===== src/rtl/wait_state_ctrl.sv =====
// Per-bus-cycle wait-state sequencer: programmed waits, then external-ready stretch with timeout.
// ready_o is registered and drops the clock after cyc_start_i; cfg writes apply from the next cycle start.
module wait_state_ctrl #(
  parameter logic [3:0] MEM_WAITS = 4'd0,
  parameter logic [3:0] IO_RST    = 4'd2,
  parameter logic [3:0] ROM_RST   = 4'd1,
  parameter logic [7:0] TIMEOUT   = 8'd255
) (
  input  logic       clk_i,
  input  logic       clr_i,
  input  logic       cyc_start_i,
  input  logic       cyc_end_i,
  input  logic       is_io_i,
  input  logic       is_rom_i,
  input  logic       ext_rdy_i,
  input  logic       cfg_we_i,
  input  logic [7:0] cfg_din_i,
  output logic [7:0] cfg_q_o,
  output logic       ready_o,
  output logic       busy_o,
  output logic [3:0] wait_cnt_o,
  output logic       tmo_flag_o
);

  typedef enum logic [1:0] {IDLE, WAIT, EXTW, HOLD} state_e;

  state_e      state_q, state_d;
  logic        ready_q, ready_d;
  logic [3:0]  wait_cnt_q, wait_cnt_d;
  logic [7:0]  tmo_cnt_q, tmo_cnt_d;
  logic        tmo_flag_q, tmo_flag_d;
  logic [7:0]  cfg_q, cfg_d;
  logic [3:0]  req_waits;
  logic [7:0]  tmo_cnt_inc;
  logic        launch;
  logic        tmo_set;

  // I/O takes priority over ROM; the register value before any same-clock write is used.
  assign req_waits   = is_io_i ? cfg_q[3:0] : (is_rom_i ? cfg_q[7:4] : MEM_WAITS);
  assign tmo_cnt_inc = tmo_cnt_q + 8'd1;

  always_comb begin
    state_d    = state_q;
    ready_d    = ready_q;
    wait_cnt_d = wait_cnt_q;
    tmo_cnt_d  = tmo_cnt_q;
    tmo_set    = 1'b0;
    launch     = 1'b0;

    unique case (state_q)
      IDLE: launch = cyc_start_i;
      HOLD: begin
        if (cyc_start_i) begin
          launch = 1'b1;
        end else if (cyc_end_i) begin
          state_d = IDLE;
        end
      end
      WAIT: begin
        if (cyc_end_i) begin
          state_d    = IDLE;
          ready_d    = 1'b1;
          wait_cnt_d = 4'd0;
        end else if (wait_cnt_q <= 4'd1) begin
          wait_cnt_d = 4'd0;
          if (ext_rdy_i) begin
            state_d = HOLD;
            ready_d = 1'b1;
          end else begin
            state_d   = EXTW;
            tmo_cnt_d = 8'd0;
          end
        end else begin
          wait_cnt_d = wait_cnt_q - 4'd1;
        end
      end
      EXTW: begin
        if (cyc_end_i) begin
          state_d    = IDLE;
          ready_d    = 1'b1;
          wait_cnt_d = 4'd0;
        end else if (ext_rdy_i) begin
          state_d = HOLD;
          ready_d = 1'b1;
        end else begin
          tmo_cnt_d = tmo_cnt_inc;
          if (tmo_cnt_inc >= TIMEOUT) begin
            state_d = HOLD;
            ready_d = 1'b1;
            tmo_set = 1'b1;
          end
        end
      end
      default: begin
        state_d = IDLE;
        ready_d = 1'b1;
      end
    endcase

    if (launch) begin
      if (req_waits != 4'd0) begin
        state_d    = WAIT;
        ready_d    = 1'b0;
        wait_cnt_d = req_waits;
      end else if (!ext_rdy_i) begin
        state_d   = EXTW;
        ready_d   = 1'b0;
        tmo_cnt_d = 8'd0;
      end else begin
        state_d = HOLD;
        ready_d = 1'b1;
      end
    end
  end

  // A timeout in the same clock as a config write keeps the flag set.
  assign tmo_flag_d = tmo_set | (tmo_flag_q & ~cfg_we_i);
  assign cfg_d      = cfg_we_i ? cfg_din_i : cfg_q;

  always_ff @(posedge clk_i or negedge clr_i) begin
    if (!clr_i) begin
      state_q    <= IDLE;
      ready_q    <= 1'b1;
      wait_cnt_q <= 4'd0;
      tmo_cnt_q  <= 8'd0;
      tmo_flag_q <= 1'b0;
      cfg_q      <= {ROM_RST, IO_RST};
    end else begin
      state_q    <= state_d;
      ready_q    <= ready_d;
      wait_cnt_q <= wait_cnt_d;
      tmo_cnt_q  <= tmo_cnt_d;
      tmo_flag_q <= tmo_flag_d;
      cfg_q      <= cfg_d;
    end
  end

  assign cfg_q_o    = cfg_q;
  assign ready_o    = ready_q;
  assign busy_o     = (state_q == WAIT) || (state_q == EXTW);
  assign wait_cnt_o = wait_cnt_q;
  assign tmo_flag_o = tmo_flag_q;

endmodule


===== config.mk =====
export PLATFORM = sky130hd
export DESIGN_NAME = wait_state_ctrl
export DESIGN_NICKNAME = d
export VERILOG_FILES = /design/src/rtl/wait_state_ctrl.sv
export SDC_FILE = /design/constraint.sdc
export NUM_CORES = 1
export LEC_CHECK = 0
export BUFFER_PORTS_ARGS = -buffer_cell sky130_fd_sc_hd__buf_2
export CAP_MARGIN = 25
export CELL_PAD_IN_SITES_DETAIL_PLACEMENT = 2
export CELL_PAD_IN_SITES_GLOBAL_PLACEMENT = 2
export CORE_MARGIN = 3
export CORE_UTILIZATION = 33
export CTS_CLUSTER_SIZE = 28
export DETAILED_ROUTE_END_ITERATION = 8
export PLACE_DENSITY_LB_ADDON = 0.15
export SKIP_LAST_GASP = 1
export SLEW_MARGIN = 30
export SYNTH_ARGS = -nofsm -noshare
export SYNTH_HDL_FRONTEND = slang
export SYNTH_SLANG_ARGS = --single-unit

===== constraint.sdc =====
create_clock -name clk_i -period 2.2 [get_ports clk_i]
set_input_delay 0.22 -clock clk_i [delete_from_list [all_inputs] [get_ports clk_i]]
set_output_delay 0.22 -clock clk_i [all_outputs]
set_load 0.1 [all_outputs]

==> metrics.yaml <==
p_leak_nw: 0.828
hold_violations: 0
startpoint_type: "flop"
rows: 24
avgSynthCellArea_um2: 9.14
synth_area_leaders: "dfrtp_1, ha_1, mux2_2"
met2_usage: 0.360
total_power_w: 0.00268
status: "finished, final reports clean"
crit_type: "reg -> reg"
tns_ns: 0
drc_errors: 0
clockBufferDepth: 2
num_io_pins: 31
synth-seq-cells: 24
max_stage_delay_ns: 0.49
grt_usage: 0.198
grt_overflow: 0
insertion_delay_ns: 0.27
hold_path_end: "cfg_q_o[3]"
synth_warnings: 0
port_buffers: 30
hold_start: "cfg_din_i[3]"
synth_top_area_cell: "dfrtp_1"
drtIter0Drc: 52
finalCriticalPeriod_ns: 2.07
r2r_slack_ns: 0.13
coreArea_um2: 4500
antenna_found_initial: 0
cp.buffers_inverters: 1
reg2reg_depth: 6
ir_drop_mv: 0.685
viasPerCell: 5.82
synth_cells: 175
crit_path_end_kind: "flop"
wl_per_cell_um: 19.5
globalplace.congestion: 0.812
cellPowerDensity_nw_per_um2: 1380
cap_violations: 0
critPathRequiredTime_ns: 2.39
drive_above_1_share: 0.290
cts.sinks: 24
critPathMaxFanout: 9
dieArea_um2: 5720
rsz0062_at_grt: "false"
slowest_stage: "ha_1"
hold_path_depth: 2
slew_violations: 0
grt_pass1_vias: 1683
tightestPinTransition_ns: 0.589
grtUsageMet1: 0.250
top_usage_layer: "met2"
cts_setup_buffers: 0
nets: 236
numCtsBuffers: 3
dr.pass1.iters: 4
cts_root_buf: "clkbuf_8"
skew_ns: 0.00337
final_core_util: 0.429
setup_viol: 0
r2r_end: "state_q[0]"
crit_family: "simple AND/OR/NAND/NOR gates"
fin_cells: 262
async_reset_ff_frac: 1.00
gr-usage-met3: 0.0264
htree_levels: 1
grt_max_degree: 25
start_util: 0.355
die_w_um: 75.6
fin_crit_sh: 0.941
place_hpwl_um: 3920
grt_pass1_wl_um: 8560
drt.antenna.violating_nets: 0
r2r_start: "state_q[0]"
path_cells: "inv_1 -> ha_1 -> nand2_1 -> nor2_1 -> a311oi_1 -> a22oi_1"
synth_top_area_share: 0.329
synth_edf_count: 0
synth-main-ff-cell: "dfrtp_1"
fmax_mhz: 483
clk_pin_slew_ns: 0.09
syn_area_um2: 1600
area_growth_pct: 21.0
arrival_ns: 2.26
antennaDiodeCount: 0
dp.cells: 257
die_h_um: 75.6
synth.distinct_cells: 46
synth_fp_nets: 200
tritoncts: "done"
routed_wl_um: 5110
hold_path_class: "in -> reg"
vias: 1526
ys_seq_area_frac: 0.378
slew_headroom: 0.607
## area by class of cell
type,instances,area [um2]
clock buffers,3,41.3
clock inverters,1,30.0
fillers,525,2570
inverters,10,41.3
multi-input cells,134,937
flip-flops and latches,24,607
well taps,52,65.1
repair buffers,38,213
## metrics by stage
| step | instance area [um2] | hold slack [ns] | setup slack [ns] |
|---|---|---|---|
| global placement | 1850 | 0.246 | 0.224 |
| detailed placement | 1850 | 0.266 | 0.0965 |
| global route | 1930 | 0.170 | 0.00723 |
| CTS | 1930 | 0.166 | 0.0841 |
| finish | 1930 | 0.172 | 0.130 |
| floorplan | 1610 | -0.0756 | 0.00569 |
## Yosys cell counts, types with 2 or more instances
cell type	instances
nand2_1	12
o31ai_1	3
ha_1	9
a211o_1	2
nand3_1	4
o21ai_0	14
a21boi_0	2
dfstp_2	3
nor3_1	5
inv_1	10
o22ai_1	6
or3_1	4
or4_1	2
dfrtp_1	21
nor2b_1	3
mux2_2	8
clkbuf_1	6
nor2_1	9
nor4_1	2
a22oi_1	7
a21oi_1	17
a211oi_1	2
## power breakdown
part | leakage [nW] | internal (W) | switching [W]
Sequential | 0.301 | 0.000536 | 0.000102
Clock | 0.0357 | 0.000244 | 0.000158
Combinational | 0.492 | 0.000435 | 0.00120
Total | 0.828 | 0.00122 | 0.00146
## flip-flops by register name, indices dropped and copies added, names as in the netlist
| register | cells |
|---|---|
| state_q | 2 |
| tmo_flag_o | 1 |
| cfg_q_o | 8 |
| tmo_cnt_q | 8 |
| wait_cnt_o | 4 |
| ready_o | 1 |
## worst max path at each step
stage / startpoint / to / slack [ns] / cells past startpoint
finish: state_q[0] / state_q[0] / 0.13 / 6
global route: state_q[0] / state_q[0] / 0.007 / 6
CTS: wait_cnt_o[0] / state_q[0] / 0.08 / 7
detailed placement: wait_cnt_o[0] / state_q[0] / 0.1 / 7
global placement: state_q[0] / state_q[1] / 0.22 / 7
floorplan: cfg_q_o[0] / state_q[0] / 0.006 / 5
## placed cells by master, fill, tap and decap left out, types with 2 or more instances in the layout
master / netlist / final
or3_1: 4 / 4
nor4_1: 2 / 2
a22oi_1: 7 / 7
buf_4: 0 / 7
o21ai_0: 14 / 14
o31ai_1: 3 / 3
nand3_1: 4 / 4
buf_2: 1 / 30
nor2b_1: 3 / 3
ha_1: 9 / 9
clkbuf_8: 0 / 3
a211oi_1: 2 / 2
nor2_1: 9 / 9
o22ai_1: 6 / 6
nand2_1: 12 / 12
a211o_1: 2 / 2
inv_1: 10 / 9
dfrtp_1: 21 / 19
a21boi_0: 2 / 2
a21oi_1: 17 / 17
dfstp_2: 3 / 3
nor3_1: 5 / 5
or4_1: 2 / 2
mux2_2: 8 / 8
dfrtp_2: 0 / 2
## per-layer routing
metal	vias up	wire (um)
met4	0	43
met3	5	109
met2	19	2530
met1	775	2430
met5	-	0
li1	727	-
## cells by family (layout without fill, tap and decap cells)
logic type	count (synthesis)	after routing	synth area share
AO/OA/AOI/OAI	63	63	0.264
XOR/XNOR	1	1	0.00548
adder cells (fa/ha/maj)	9	9	0.0704
buffers and inverters	17	52	0.0407
flip-flops	24	24	0.378
multiplexers	9	9	0.0626
AND/OR/NAND/NOR	52	52	0.179
## timing repair
action | 4_1_cts | 5_1_grt
gates resized for setup | 0 | 1
hold buffers | 1 | 0
setup endpoints to repair | 0 | 2
endpoints found under the hold margin | 21 | 0
Power figures use the tool's default switching activity.
